**config.mk**
```make
export PLATFORM = sky130hd
export DESIGN_NAME = regfile_wb_arbiter_flat
export DESIGN_NICKNAME = d
export VERILOG_FILES = /design/src/rtl/regfile_wb_arbiter_pkg.sv /design/src/rtl/regfile_wb_arbiter_if.sv /design/src/rtl/regfile_wb_arbiter_rr_arb2.sv /design/src/rtl/regfile_wb_arbiter.sv /design/src/flat_wrapper.sv
export SDC_FILE = /design/constraint.sdc
export NUM_CORES = 1
export LEC_CHECK = 0
export CAP_MARGIN = 10
export CORE_MARGIN = 8
export CORE_UTILIZATION = 25
export DETAILED_ROUTE_END_ITERATION = 10
export PLACE_DENSITY = 0.59
export SETUP_SLACK_MARGIN = 0.02
export SKIP_LAST_GASP = 1
export SYNTH_ARGS = -nofsm -noshare
export SYNTH_HDL_FRONTEND = slang
export SYNTH_HIERARCHICAL = 1
export SYNTH_SLANG_ARGS = --single-unit
export TNS_END_PERCENT = 30
```
**constraint.sdc**
```tcl
create_clock -name clk -period 2.5 [get_ports clk]
set_input_delay 0.5 -clock clk [delete_from_list [all_inputs] [get_ports clk]]
set_output_delay 0.5 -clock clk [all_outputs]
set_load 0.1 [all_outputs]
```
**src/rtl/regfile_wb_arbiter_pkg.sv**
```systemverilog
// Shared types and constants for the regfile writeback arbiter.
// Optional macro REGFILE_WB_RR_EN selects round-robin arbitration.
package regfile_pkg;
  localparam int NUM_REGS  = 32;
  localparam int REG_IDX_W = 5;
  localparam int DATA_W    = 32;
  localparam int CNT_W     = 32;

  localparam logic [REG_IDX_W-1:0] REG_ZERO = 5'd0;

  typedef struct packed {
    logic                 valid;
    logic [REG_IDX_W-1:0] addr;
    logic [DATA_W-1:0]    data;
  } wb_req_t;
endpackage

```
**src/rtl/regfile_wb_arbiter_if.sv**
```systemverilog
// Bus bundle between the writeback requesters, the arbiter and the regfile.
// Handshake: a transfer happens in a cycle where reqN_valid_i && reqN_ready_o;
// ready is combinational, and a requester holds addr/data while valid && !ready.
interface regfile_wb_arbiter_if;
  import regfile_pkg::*;

  logic                 req0_valid_i;
  logic [REG_IDX_W-1:0] req0_addr_i;
  logic [DATA_W-1:0]    req0_data_i;
  logic                 req0_ready_o;
  logic                 req1_valid_i;
  logic [REG_IDX_W-1:0] req1_addr_i;
  logic [DATA_W-1:0]    req1_data_i;
  logic                 req1_ready_o;
  logic                 w_en_o;
  logic [DATA_W-1:0]    w_addr_o;
  logic [DATA_W-1:0]    w_data_o;
  logic [REG_IDX_W-1:0] r_addr_p1_i;
  logic [REG_IDX_W-1:0] r_addr_p2_i;
  logic                 fwd_p1_valid_o;
  logic                 fwd_p2_valid_o;
  logic [DATA_W-1:0]    fwd_data_o;
  logic [CNT_W-1:0]     grant_cnt_o;

  modport slave (
    input  req0_valid_i, req0_addr_i, req0_data_i,
    input  req1_valid_i, req1_addr_i, req1_data_i,
    input  r_addr_p1_i, r_addr_p2_i,
    output req0_ready_o, req1_ready_o,
    output w_en_o, w_addr_o, w_data_o,
    output fwd_p1_valid_o, fwd_p2_valid_o, fwd_data_o, grant_cnt_o
  );

  modport master (
    output req0_valid_i, req0_addr_i, req0_data_i,
    output req1_valid_i, req1_addr_i, req1_data_i,
    output r_addr_p1_i, r_addr_p2_i,
    input  req0_ready_o, req1_ready_o,
    input  w_en_o, w_addr_o, w_data_o,
    input  fwd_p1_valid_o, fwd_p2_valid_o, fwd_data_o, grant_cnt_o
  );
endinterface

```
**src/rtl/regfile_wb_arbiter_rr_arb2.sv**
```systemverilog
// Two-way single-grant arbiter. REGFILE_WB_RR_EN: round-robin on last_grant;
// otherwise fixed priority with port 0 winning every conflict.
module rr_arb2 (
`ifdef REGFILE_WB_RR_EN
  input  logic       clk,
`endif
  input  logic       reset,
  input  logic [1:0] req_i,
  output logic [1:0] gnt_o
);
`ifdef REGFILE_WB_RR_EN
  logic last_grant_q;
  logic last_grant_d;

  always_comb begin
    gnt_o        = 2'b00;
    last_grant_d = last_grant_q;
    if (!reset) begin
      if (req_i == 2'b11) begin
        gnt_o = last_grant_q ? 2'b01 : 2'b10;
      end else begin
        gnt_o = req_i;
      end
    end
    // Every grant is a transfer because ready equals grant.
    if (gnt_o != 2'b00) begin
      last_grant_d = gnt_o[1];
    end
  end

  always_ff @(posedge clk) begin
    if (reset) begin
      last_grant_q <= 1'b1;
    end else begin
      last_grant_q <= last_grant_d;
    end
  end
`else
  always_comb begin
    gnt_o = 2'b00;
    if (!reset) begin
      gnt_o = {req_i[1] & ~req_i[0], req_i[0]};
    end
  end
`endif
endmodule

```
**src/rtl/regfile_wb_arbiter.sv**
```systemverilog
// Writeback arbiter for the regfile write port with same-cycle read forwarding.
// Optional macro REGFILE_WB_RR_EN enables round-robin instead of port-0 priority.
module regfile_wb_arbiter
  import regfile_pkg::*;
(
  input logic                  clk,
  input logic                  reset,
  regfile_wb_arbiter_if.slave  bus
);
  wb_req_t req0;
  wb_req_t req1;
  wb_req_t sel;
  logic [1:0] gnt;
  logic       xfer;

  logic                 w_en_q,   w_en_d;
  logic [REG_IDX_W-1:0] w_addr_q, w_addr_d;
  logic [DATA_W-1:0]    w_data_q, w_data_d;
  logic [CNT_W-1:0]     cnt_q,    cnt_d;

  assign req0 = '{valid: bus.req0_valid_i, addr: bus.req0_addr_i, data: bus.req0_data_i};
  assign req1 = '{valid: bus.req1_valid_i, addr: bus.req1_addr_i, data: bus.req1_data_i};

  rr_arb2 u_arb (
`ifdef REGFILE_WB_RR_EN
    .clk   (clk),
`endif
    .reset (reset),
    .req_i ({req1.valid, req0.valid}),
    .gnt_o (gnt)
  );

  assign bus.req0_ready_o = gnt[0];
  assign bus.req1_ready_o = gnt[1];

  always_comb begin
    sel      = gnt[1] ? req1 : req0;
    xfer     = (gnt != 2'b00) && sel.valid;
    // Writes to x0 complete the handshake but never reach the regfile.
    w_en_d   = xfer && (sel.addr != REG_ZERO);
    w_addr_d = w_addr_q;
    w_data_d = w_data_q;
    if (w_en_d) begin
      w_addr_d = sel.addr;
      w_data_d = sel.data;
    end
    cnt_d = cnt_q + {{(CNT_W-1){1'b0}}, w_en_q};
  end

  always_ff @(posedge clk) begin
    if (reset) begin
      w_en_q   <= 1'b0;
      w_addr_q <= '0;
      w_data_q <= '0;
      cnt_q    <= '0;
    end else begin
      w_en_q   <= w_en_d;
      w_addr_q <= w_addr_d;
      w_data_q <= w_data_d;
      cnt_q    <= cnt_d;
    end
  end

  assign bus.w_en_o      = w_en_q;
  assign bus.w_addr_o    = {{(DATA_W-REG_IDX_W){1'b0}}, w_addr_q};
  assign bus.w_data_o    = w_data_q;
  assign bus.grant_cnt_o = cnt_q;

  // A write still sitting in the output register is dropped under reset, so it must not forward.
  assign bus.fwd_p1_valid_o = !reset && w_en_q && (w_addr_q == bus.r_addr_p1_i);
  assign bus.fwd_p2_valid_o = !reset && w_en_q && (w_addr_q == bus.r_addr_p2_i);
  assign bus.fwd_data_o     = w_data_q;
endmodule
```
**src/flat_wrapper.sv**
```systemverilog
// flat-port wrapper written by rule: the top's interface ports become plain ports
module regfile_wb_arbiter_flat import regfile_pkg::*;
  (clk, reset, bus_req0_valid_i, bus_req0_addr_i, bus_req0_data_i, bus_req1_valid_i, bus_req1_addr_i, bus_req1_data_i, bus_r_addr_p1_i, bus_r_addr_p2_i, bus_req0_ready_o, bus_req1_ready_o, bus_w_en_o, bus_w_addr_o, bus_w_data_o, bus_fwd_p1_valid_o, bus_fwd_p2_valid_o, bus_fwd_data_o, bus_grant_cnt_o);
  regfile_wb_arbiter_if bus_i ();
  input logic clk;
  input logic reset;
  input wire logic [$bits(bus_i.req0_valid_i)-1:0] bus_req0_valid_i;
  input wire logic [$bits(bus_i.req0_addr_i)-1:0] bus_req0_addr_i;
  input wire logic [$bits(bus_i.req0_data_i)-1:0] bus_req0_data_i;
  input wire logic [$bits(bus_i.req1_valid_i)-1:0] bus_req1_valid_i;
  input wire logic [$bits(bus_i.req1_addr_i)-1:0] bus_req1_addr_i;
  input wire logic [$bits(bus_i.req1_data_i)-1:0] bus_req1_data_i;
  input wire logic [$bits(bus_i.r_addr_p1_i)-1:0] bus_r_addr_p1_i;
  input wire logic [$bits(bus_i.r_addr_p2_i)-1:0] bus_r_addr_p2_i;
  output wire logic [$bits(bus_i.req0_ready_o)-1:0] bus_req0_ready_o;
  output wire logic [$bits(bus_i.req1_ready_o)-1:0] bus_req1_ready_o;
  output wire logic [$bits(bus_i.w_en_o)-1:0] bus_w_en_o;
  output wire logic [$bits(bus_i.w_addr_o)-1:0] bus_w_addr_o;
  output wire logic [$bits(bus_i.w_data_o)-1:0] bus_w_data_o;
  output wire logic [$bits(bus_i.fwd_p1_valid_o)-1:0] bus_fwd_p1_valid_o;
  output wire logic [$bits(bus_i.fwd_p2_valid_o)-1:0] bus_fwd_p2_valid_o;
  output wire logic [$bits(bus_i.fwd_data_o)-1:0] bus_fwd_data_o;
  output wire logic [$bits(bus_i.grant_cnt_o)-1:0] bus_grant_cnt_o;
  assign bus_i.req0_valid_i = bus_req0_valid_i;
  assign bus_i.req0_addr_i = bus_req0_addr_i;
  assign bus_i.req0_data_i = bus_req0_data_i;
  assign bus_i.req1_valid_i = bus_req1_valid_i;
  assign bus_i.req1_addr_i = bus_req1_addr_i;
  assign bus_i.req1_data_i = bus_req1_data_i;
  assign bus_i.r_addr_p1_i = bus_r_addr_p1_i;
  assign bus_i.r_addr_p2_i = bus_r_addr_p2_i;
  assign bus_req0_ready_o = bus_i.req0_ready_o;
  assign bus_req1_ready_o = bus_i.req1_ready_o;
  assign bus_w_en_o = bus_i.w_en_o;
  assign bus_w_addr_o = bus_i.w_addr_o;
  assign bus_w_data_o = bus_i.w_data_o;
  assign bus_fwd_p1_valid_o = bus_i.fwd_p1_valid_o;
  assign bus_fwd_p2_valid_o = bus_i.fwd_p2_valid_o;
  assign bus_fwd_data_o = bus_i.fwd_data_o;
  assign bus_grant_cnt_o = bus_i.grant_cnt_o;
  regfile_wb_arbiter u_core (.clk(clk), .reset(reset), .bus(bus_i));
endmodule
```
==> impl_results.rst, run 1 <==
.. list-table::
   :header-rows: 1

   * - Metric
     - Value
   * - Leakage power
     - 2.344 nW
   * - First-pass GRT wire length
     - 21360 um
   * - Final critical-path share of the clock period
     - 94.12%
   * - Slew at the pin with the worst max-slew slack
     - 0.5041 ns
   * - Met3 Resource Use GR
     - 4.529%
   * - TritonCTS Buffers
     - 9
   * - Number of warnings printed during yosys synthesis
     - 6
   * - Final routed DRC violation total
     - 0
   * - Via count of the first global-routing pass
     - 4095
   * - Post-Syn Area
     - 0.003969 mm2
   * - Final setup viols
     - 0
   * - IO Count
     - 221
   * - Insertion delay of the later-clocked pin in the worst-skew pair
     - 0.32 ns
   * - Smallest hold slack
     - 0.5032 ns
   * - Final net count
     - 686
   * - Initial detailed-routing violation count
     - 157
   * - RSZ-0062 raised after global routing
     - false
   * - Max transition margin
     - 66.39%
   * - Post-layout min period
     - 2.353 ns
   * - Placement Cell Area
     - 0.005688 mm2
   * - Number of standard cells in the layout, taps in and fillers out
     - 816
   * - Capturing element type of the critical path
     - register
   * - Share of layout cells above drive strength 1
     - 27.21%
   * - Total detailed-routing wirelength
     - 13850 um
   * - Syn Area/Cell
     - 9.145 um2
   * - Power density relative to cell area
     - 613.5 mW/mm2
   * - Fin. Hold Viols
     - 0
   * - Outcome
     - completed
   * - Synthesis-to-layout area growth
     - 52.24%
   * - Vias per cell
     - 4.646
   * - Total GRT Usage
     - 13.38%
   * - Total Power
     - 3.707 mW
   * - Grt met2 use
     - 22.85%
   * - Final weighted congestion of routability-driven global placement
     - 0.7993
   * - Number of port buffers
     - 193
   * - Type of element launching the critical path
     - input pin
   * - Class of the tightest hold or removal check
     - reg -> reg
   * - DP Wirelength
     - 10940 um
   * - Data required, critical path
     - 2.71 ns
   * - Worst IR drop on VDD
     - 0.0002971 V
   * - Clock transition at the registers of the reported paths
     - 0.06 ns
   * - Share of the yosys chip area belonging to registers
     - 35.31%
   * - Busiest layer in global routing
     - met2
   * - Antenna violations before repair
     - 1
   * - Area taken by multi-input logic gates
     - 0.002098 mm2
   * - Die W
     - 142.0 um
   * - H-tree Lvls
     - 3
   * - Most used cells in the layout excluding fill and tap cells
     - buf_4, clkdlybuf4s50_1, dfxtp_1, o21ai_0, mux2i_1
   * - Post-synth cell types
     - 42
   * - Clock root buffer
     - clkbuf_16
   * - Final design area excluding fillers
     - 0.006042 mm2
   * - Pin count of the biggest net entering global routing
     - 41
   * - Placeable core region
     - 0.01571 mm2
   * - Reported max-cap violation count
     - 0
   * - Drt pass-1 iters
     - 4
   * - Post-detailed-route wirelength per cell
     - 16.97 um
   * - Initial Utilization
     - 25.26%
   * - TritonCTS sink count
     - 70
   * - Met1 usage
     - 15.38%
   * - Total of flip-flops plus latches after synthesis
     - 70
   * - FILL cells
     - 1589
   * - Height of the chip
     - 142.0 um
   * - Crit path DAT
     - 2.56 ns
   * - Number of placement rows
     - 46
   * - Vias after detailed routing
     - 3791
   * - Class of the most critical setup path
     - in -> reg
   * - Reg area
     - 0.001404 mm2
   * - Maximum clock frequency
     - 0.4250 GHz
   * - Antenna-violating nets left
     - 0
   * - Final max-slew violation count
     - 0
   * - GRT overflow
     - 0
   * - Clock tree from TritonCTS
     - yes
   * - Most common cell after layout, fill and taps aside
     - buf_4
   * - Maximum buffer depth of the clock tree
     - 2
   * - Placed cell count
     - 799
   * - Hold buffer count at CTS
     - 0
   * - Setup skew after layout
     - 0.003436 ns
   * - Die Footprint
     - 0.02016 mm2
   * - Post-synthesis cell count
     - 434
   * - Highest net fanout along the worst path
     - 10
cells in the mapped netlist:
cell | n | area (um2)
mux2i_1 | 36 | 360.4
or3_1 | 8 | 50.05
or3_2 | 1 | 7.510
nand2_1 | 12 | 45.04
dfxtp_1 | 70 | 1401
xor2_1 | 6 | 52.55
nand4_4 | 1 | 21.27
xnor2_1 | 13 | 113.9
nor3b_2 | 1 | 12.51
o32ai_1 | 3 | 26.28
o21ai_0 | 44 | 220.2
and3_1 | 1 | 6.260
o22a_1 | 2 | 17.52
mux2_2 | 1 | 11.26
nand3_1 | 10 | 50.05
or2_0 | 1 | 6.260
and3b_1 | 1 | 8.760
nor2_1 | 12 | 45.04
inv_2 | 1 | 3.750
and3_2 | 1 | 7.510
ha_1 | 3 | 37.54
o22ai_1 | 1 | 6.260
nor3_1 | 6 | 30.03
nor4_2 | 1 | 12.51
or4_1 | 15 | 112.6
buf_1 | 1 | 3.750
o221a_2 | 4 | 45.04
a21oi_1 | 21 | 105.1
inv_1 | 7 | 26.28
conb_1 | 1 | 3.750
and4_1 | 2 | 17.52
o31ai_1 | 11 | 82.58
nor2b_1 | 4 | 25.02
buf_4 | 59 | 442.9
clkbuf_1 | 19 | 71.32
buf_2 | 13 | 65.06
and4_2 | 1 | 10.01
and2_1 | 1 | 6.260
o221a_1 | 29 | 326.6
mux2_1 | 1 | 11.26
nand4_1 | 8 | 50.05
or4b_1 | 1 | 10.01
what timing repair did:
action,in CTS,in global routing
pin swaps,1,3
resized for setup,5,6
buffers inserted,0,0
endpoints found under the setup margin,38,37
gates cloned,0,1
metal layers:
layer | wire [um] | share of wire, %
met1 | 5899 | 43
met2 | 6709 | 48
met3 | 1099 | 7.9
met4 | 142 | 1.0
met5 | 0 | 0
registers in the layout (all words and copies together) (netlist names):
register                count
u_core/bus.w_en_o           1
u_core/w_addr_q             5
u_core/bus.grant_cnt_o     32
u_core/bus.fwd_data_o      32
worst paths after layout:
kind         cells past startpoint                             startpoint  slack, ns                                     end
max                              7                                  reset       0.15  u_core/bus.fwd_data_o[19]$_SDFFE_PP0P_
min                              2  u_core/bus.grant_cnt_o[21]$_SDFF_PP0_       0.50   u_core/bus.grant_cnt_o[21]$_SDFF_PP0_
max reg2reg                      4  u_core/bus.grant_cnt_o[14]$_SDFF_PP0_       0.32   u_core/bus.grant_cnt_o[25]$_SDFF_PP0_
min reg2reg                      2  u_core/bus.grant_cnt_o[21]$_SDFF_PP0_       0.50   u_core/bus.grant_cnt_o[21]$_SDFF_PP0_
critical path, stage by stage:
cell	delay (ns)
dlygate4sd2_1	0.31
nor3b_4	0.32
or4b_4	0.51
o22a_1	0.24
o22a_4	0.27
buf_12	0.15
o221a_2	0.26
kinds of logic (layout without fill, tap and decap cells):
family / Yosys count / count (layout) / share of synthesized area, %
and+or+nand+nor: 88 / 88 / 13.46
muxes: 38 / 38 / 9.647
AOI/OAI and AO/OA: 115 / 115 / 20.90
buffers and inverters: 100 / 239 / 15.45
adders and majority gates: 3 / 3 / 0.9459
DFF: 70 / 70 / 35.31
other: 1 / 28 / 0.09449
xor gates and xnor gates: 19 / 19 / 4.193
power breakdown:
part / leakage (nW) / switching (mW) / internal [mW]
clock: 0.141 / 0.461 / 0.790
combinational: 1.63 / 0.923 / 0.326
sequential: 0.570 / 0.0460 / 1.16
final cells by class:
type                            count  share of cell area (%)
Inverter                            8                  0.4970
Timing Repair Buffer              216                   32.22
Clock buffer                       11                   4.017
Clock inverter                      4                  0.7869
Multi-Input combinational cell    290                   34.73
Sequential cell                    70                   23.23
Tap cell                          216                   4.473
Antenna cell                        1                 0.04142
metrics by stage:
stage	TNS (ns)	utilization, %	setup slack, ns
CTS	0	38.12	0.01679
finish	0	38.45	0.1469
floorplan	-17.57	-	-0.4658
global route	0	38.45	0.1035
global placement	-12.26	36.20	-0.3524
detailed placement	-13.07	36.20	-0.3793
No activity file was read; power rests on OpenSTA's default activity.
==> inputs of run 2 (changes only) <==
--- a/config.mk
+++ b/config.mk
@@ -9,6 +9,7 @@
 export CORE_MARGIN = 8
 export CORE_UTILIZATION = 25
 export DETAILED_ROUTE_END_ITERATION = 10
+export MAX_ROUTING_LAYER = met4
 export PLACE_DENSITY = 0.59
 export SETUP_SLACK_MARGIN = 0.02
 export SKIP_LAST_GASP = 1
==> constraint.sdc (replaced) <==
create_clock -name clk -period 2.67 [get_ports clk]
set_input_delay 0.534 -clock clk [delete_from_list [all_inputs] [get_ports clk]]
set_output_delay 0.534 -clock clk [all_outputs]
set_load 0.1 [all_outputs]
==> run 2 against run 1 <==
Against the previous run:
- critical path depth is 2 lower
- via count is 0.21% lower
- worst setup slack worse by 0.088 ns
- clock skew is 0.0032 ns higher
- global-route usage hardly changed
- combinational power is 7% lower
==> impl_results.rst, run 2 (synthesis results as in run 1) <==
.. list-table::
   :header-rows: 1

   * - Metric
     - Value
   * - Outcome
     - completed
   * - Class of the tightest hold or removal check
     - reg -> reg
   * - Crit path DAT
     - 2.08 ns
   * - Number of placement rows
     - 46
   * - Reg-to-reg slack, setup
     - 0.49 ns
   * - Critical path's largest stage delay
     - 0.49 ns
   * - Number of buffers inserted to repair setup after CTS
     - 0
   * - Cell family with most CP delay
     - buffers and inverters
   * - Placeable core region
     - 0.01571 mm2
   * - RSZ-0062 raised after global routing
     - true
   * - Final design area excluding fillers
     - 0.006002 mm2
   * - Initial detailed-routing violation count
     - 163
   * - Smallest hold slack
     - 0.4887 ns
   * - Leakage power
     - 2.315 nW
   * - Number of gates given a new drive strength after cts
     - 0
   * - Total GRT Usage
     - 13.43%
   * - Class of the most critical setup path
     - in -> out
   * - Max transition margin
     - 64.62%
   * - Synthesis-to-layout area growth
     - 51.23%
   * - Clock tree from TritonCTS
     - yes
   * - Drt pass-1 iters
     - 4
   * - Die W
     - 142.0 um
   * - Insertion delay of the later-clocked pin in the worst-skew pair
     - 0.32 ns
   * - Final max-slew violation count
     - 0
   * - Slowest CP cell
     - clkdlybuf4s50_1
   * - Final net count
     - 683
   * - Pin count of the biggest net entering global routing
     - 41
   * - Die Footprint
     - 0.02016 mm2
   * - Maximum buffer depth of the clock tree
     - 2
   * - Post-layout min period
     - 2.611 ns
   * - Clock root buffer
     - clkbuf_16
   * - Least setup slack across all paths after layout
     - 0.05919 ns
   * - H-tree Lvls
     - 3
   * - Initial Utilization
     - 25.26%
   * - Most prevalent standard cell on the critical path
     - buf_12
   * - Capturing element type of the critical path
     - output pin
   * - Final routed DRC violation total
     - 0
   * - Pre-CTS WS
     - -0.2200 ns
   * - Antenna violations before repair
     - 0
   * - Reported max-cap violation count
     - 0
   * - Highest net fanout along the worst path
     - 28
   * - Area taken by multi-input logic gates
     - 0.002090 mm2
   * - DP Wirelength
     - 10760 um
   * - First-pass GRT wire length
     - 20970 um
   * - Power density relative to cell area
     - 592.5 mW/mm2
   * - Setup skew after layout
     - 0.006627 ns
   * - FILL cells
     - 1573
   * - Number of port buffers
     - 193
   * - Final weighted congestion of routability-driven global placement
     - 0.8048
   * - Hold buffer count at CTS
     - 0
   * - IO Count
     - 221
   * - Clock transition at the registers of the reported paths
     - 0.05 ns
   * - TritonCTS sink count
     - 70
   * - Cell Chain, Critical Path
     - clkdlybuf4s50_1 -> nor3b_4 -> buf_4 -> buf_12 -> buf_12
   * - Share of layout cells above drive strength 1
     - 26.63%
   * - Buf+Inv Stages, Crit Path
     - 4
   * - Vias after detailed routing
     - 3783
   * - Maximum clock frequency
     - 0.3830 GHz
   * - Height of the chip
     - 142.0 um
   * - Slew at the pin with the worst max-slew slack
     - 0.5307 ns
   * - Worst IR drop on VDD
     - 0.0002761 V
   * - Placement Cell Area
     - 0.005685 mm2
   * - Via count of the first global-routing pass
     - 4013
   * - Number of standard cells in the layout, taps in and fillers out
     - 813
   * - Most common cell after layout, fill and taps aside
     - buf_4
   * - Post-detailed-route wirelength per cell
     - 16.83 um
   * - Post-layout utilization of the core
     - 38.20%
   * - TritonCTS Buffers
     - 9
   * - Reg area
     - 0.001404 mm2
   * - Final setup viols
     - 0
   * - Final critical-path share of the clock period
     - 97.78%
   * - Placed cell count
     - 797
   * - Total detailed-routing wirelength
     - 13680 um
   * - Type of element launching the critical path
     - input pin
   * - Data required, critical path
     - 2.14 ns
   * - GRT overflow
     - 0
   * - Vias per cell
     - 4.653
   * - Ant diodes
     - 0
   * - Most used cells in the layout excluding fill and tap cells
     - buf_4, clkdlybuf4s50_1, dfxtp_1, o21ai_0, mux2i_1
   * - Fin. Hold Viols
     - 0
   * - Antenna-violating nets left
     - 0
[run 2: worst paths after layout]
check	depth (start not counted)	end	startpoint
worst max-delay path	5	bus_req1_ready_o	reset
worst min-delay path	2	u_core/bus.grant_cnt_o[26]$_SDFF_PP0_	u_core/bus.grant_cnt_o[26]$_SDFF_PP0_
worst max register to register	4	u_core/bus.grant_cnt_o[27]$_SDFF_PP0_	u_core/bus.grant_cnt_o[14]$_SDFF_PP0_
worst min register to register	2	u_core/bus.grant_cnt_o[26]$_SDFF_PP0_	u_core/bus.grant_cnt_o[26]$_SDFF_PP0_
[run 2: worst register-to-register path: cells and delay by family (launching register included)]
kind	cells	cell delay (ns)
AND/OR/NAND/NOR	3	1.55
flip-flops	1	0.41
AO/OA/AOI/OAI	1	0.14
[run 2: final cells by class]
| type | count | share of cell area [%] |
|---|---|---|
| multi-input combinational | 290 | 34.81 |
| clock buffer | 12 | 4.107 |
| inverter | 8 | 0.5003 |
| timing repair buffer | 213 | 31.52 |
| tap | 216 | 4.503 |
| sequential | 70 | 23.39 |
| clock inverter | 4 | 1.167 |
[run 2: where the power goes]
part / switching (mW) / internal, mW / total (mW)
clock: 0.428 / 0.840 / 1.27
sequential: 0.0426 / 1.09 / 1.13
combinational: 0.862 / 0.298 / 1.16
[run 2: through the flow]
| stage | setup TNS [ns] | total power, mW |
|---|---|---|
| floorplan | -11.17 | 2.073 |
| global placement | -5.828 | 2.307 |
| detailed placement | -6.952 | 2.315 |
| CTS | 0 | 3.596 |
| global route | -0.1144 | 3.679 |
| finish | 0 | 3.556 |
[run 2: layer usage]
| metal | vias up | share of wire [%] | GRT usage [%] |
|---|---|---|---|
| met3 | 6 | 7.5 | 4.025 |
| met1 | 1781 | 43 | 15.24 |
| met4 | 0 | 0.65 | 3.166 |
| met5 | - | 0 | - |
| li1 | 1842 | - | - |
| met2 | 154 | 48 | 22.78 |
==> inputs of run 3 (changes only) <==
--- a/config.mk
+++ b/config.mk
@@ -5,13 +5,14 @@
 export SDC_FILE = /design/constraint.sdc
 export NUM_CORES = 1
 export LEC_CHECK = 0
+export ABC_CLOCK_PERIOD_IN_PS = 2670
 export CAP_MARGIN = 10
 export CORE_MARGIN = 8
-export CORE_UTILIZATION = 25
+export CORE_UTILIZATION = 39
 export DETAILED_ROUTE_END_ITERATION = 10
 export MAX_ROUTING_LAYER = met4
-export PLACE_DENSITY = 0.59
-export SETUP_SLACK_MARGIN = 0.02
+export PLACE_DENSITY = 0.84
+export SETUP_SLACK_MARGIN = 0.5
 export SKIP_LAST_GASP = 1
 export SYNTH_ARGS = -nofsm -noshare
 export SYNTH_HDL_FRONTEND = slang
==> run 3 against run 2 <==
Against the previous run:
- worst setup slack better by 0.48 ns
- design area down 0.85%
- cell count down 9.6%
- global-route usage up 5.1 points
- wire length down 4.6%
- first-iteration DRC count up 26%
- sequential share of layout area up 0.50 points
- sequential power about the same
- critical path type is now in -> reg
- largest cell class unchanged
- largest power group is now combinational logic
==> impl_results.rst, run 3 (synthesis results as in run 1) <==
.. list-table::
   :header-rows: 1

   * - Metric
     - Value
   * - Outcome
     - completed
   * - Most common cell after layout, fill and taps aside
     - buf_4
   * - Total detailed-routing wirelength
     - 13050 um
   * - Clock transition at the registers of the reported paths
     - 0.08 ns
   * - Met3 Resource Use GR
     - 3.951%
   * - TritonCTS sink count
     - 70
   * - Placeable core region
     - 0.01009 mm2
   * - Sum of negative setup slack
     - 0 ns
   * - Leakage power
     - 2.349 nW
   * - TritonCTS Buffers
     - 9
   * - Post-layout utilization of the core
     - 58.96%
   * - Reported max-cap violation count
     - 0
   * - Number of port buffers
     - 193
   * - DP Wirelength
     - 9976 um
   * - Clock tree from TritonCTS
     - yes
   * - Placement Cell Area
     - 0.005598 mm2
   * - FILL cells
     - 876
   * - Power density relative to cell area
     - 553.4 mW/mm2
   * - Total Power
     - 3.293 mW
   * - Busiest layer in global routing
     - met2
   * - Vias per cell
     - 5.190
   * - Highest net fanout along the worst path
     - 8
   * - Drt pass-1 iters
     - 4
   * - Area taken by multi-input logic gates
     - 0.002108 mm2
   * - Pin count of the biggest net entering global routing
     - 41
   * - Height of the chip
     - 116.9 um
   * - Class of the tightest hold or removal check
     - reg -> reg
   * - Antenna violations before repair
     - 0
   * - Hold buffer count at CTS
     - 0
   * - Final weighted congestion of routability-driven global placement
     - 0.7808
   * - Final max-slew violation count
     - 0
   * - Setup skew after layout
     - 0.01255 ns
   * - Data required, critical path
     - 2.90 ns
   * - Synthesis-to-layout area growth
     - 49.94%
   * - Fin. Hold Viols
     - 0
   * - Initial detailed-routing violation count
     - 206
   * - Clock root buffer
     - clkbuf_8
   * - Initial Utilization
     - 39.33%
   * - GRT overflow
     - 0
   * - Met1 usage
     - 20.42%
   * - Total GRT Usage
     - 18.53%
   * - Via count of the first global-routing pass
     - 3963
   * - Final routed DRC violation total
     - 0
   * - Die Footprint
     - 0.01366 mm2
   * - Final net count
     - 685
   * - Worst IR drop on VDD
     - 0.0003798 V
   * - Crit path DAT
     - 2.36 ns
   * - IO Count
     - 221
   * - Number of placement rows
     - 37
   * - Die W
     - 116.9 um
   * - Final setup viols
     - 0
   * - Final design area excluding fillers
     - 0.005951 mm2
   * - Maximum buffer depth of the clock tree
     - 2
   * - Reg area
     - 0.001421 mm2
   * - RSZ-0062 raised after global routing
     - true
   * - Post-layout min period
     - 2.130 ns
   * - Maximum clock frequency
     - 0.4695 GHz
   * - Class of the most critical setup path
     - in -> reg
   * - Ant diodes
     - 0
   * - Type of element launching the critical path
     - input pin
   * - Final critical-path share of the clock period
     - 79.77%
   * - Insertion delay of the later-clocked pin in the worst-skew pair
     - 0.34 ns
   * - Post-detailed-route wirelength per cell
     - 17.75 um
   * - H-tree Lvls
     - 3
   * - Antenna-violating nets left
     - 0
   * - Vias after detailed routing
     - 3815
   * - First-pass GRT wire length
     - 19470 um
   * - Share of layout cells above drive strength 1
     - 29.05%
   * - Capturing element type of the critical path
     - register
   * - Grt met2 use
     - 32.63%
   * - Most used cells in the layout excluding fill and tap cells
     - buf_4, clkdlybuf4s50_1, dfxtp_1, o21ai_0, mux2i_1
==> run 3: cell type report <==
type                    count  share of cell area, %
clock buffers              10                  2.502
clock inverters             6                  1.535
inverters                   8                 0.5046
multi-input cells         290                  35.43
flip-flops and latches     70                  23.89
well taps                 136                  2.860
repair buffers            215                  33.28
==> run 3: critical path: stages <==
cell and delay, ns:
clkbuf_2 0.08, nor3b_4 0.15, buf_4 0.13, or4_4 0.53, o22a_1 0.23, o22a_4 0.28
buf_12 0.17, o221a_2 0.25
==> run 3: final timing paths <==
path | start | end | slack, ns | cells after the start
worst max-delay path | bus_req1_valid_i | u_core/bus.fwd_data_o[19]$_SDFFE_PP0P_ | 0.54 | 8
worst min-delay path | u_core/bus.grant_cnt_o[21]$_SDFF_PP0_ | u_core/bus.grant_cnt_o[21]$_SDFF_PP0_ | 0.51 | 2
worst max register to register | u_core/bus.grant_cnt_o[3]$_SDFF_PP0_ | u_core/bus.grant_cnt_o[25]$_SDFF_PP0_ | 0.56 | 4
worst min register to register | u_core/bus.grant_cnt_o[21]$_SDFF_PP0_ | u_core/bus.grant_cnt_o[21]$_SDFF_PP0_ | 0.51 | 2
==> run 3: through the flow <==
step / cells / hold WS (ns) / setup WS [ns]
floorplan: 460 / 0.6343 / -0.3297
global placement: 713 / 0.4757 / -0.1326
detailed placement: 713 / 0.4899 / -0.1699
CTS: 733 / 0.5017 / 0.5033
global route: 735 / 0.5300 / 0.4763
finish: 735 / 0.5061 / 0.5401
==> run 3: timing repair <==
item	in CTS	in global routing
endpoints found under the hold margin	0	0
endpoints found under the setup margin	50	38
cloned	2	1
pin swaps	15	4
gates resized for setup	32	5
setup buffers	2	1
==> run 3: power by group <==
part / internal [mW] / switching, mW / leakage, nW
logic: 0.306 / 0.864 / 1.65
registers: 1.08 / 0.0427 / 0.573
clock network: 0.588 / 0.411 / 0.122
==> run 3: routing by layer <==
| layer | wire (um) | share of wire [%] |
|---|---|---|
| met2 | 6580 | 50 |
| met3 | 976 | 7.5 |
| met1 | 5230 | 40 |
| met5 | 0 | 0 |
| met4 | 259 | 2.0 |
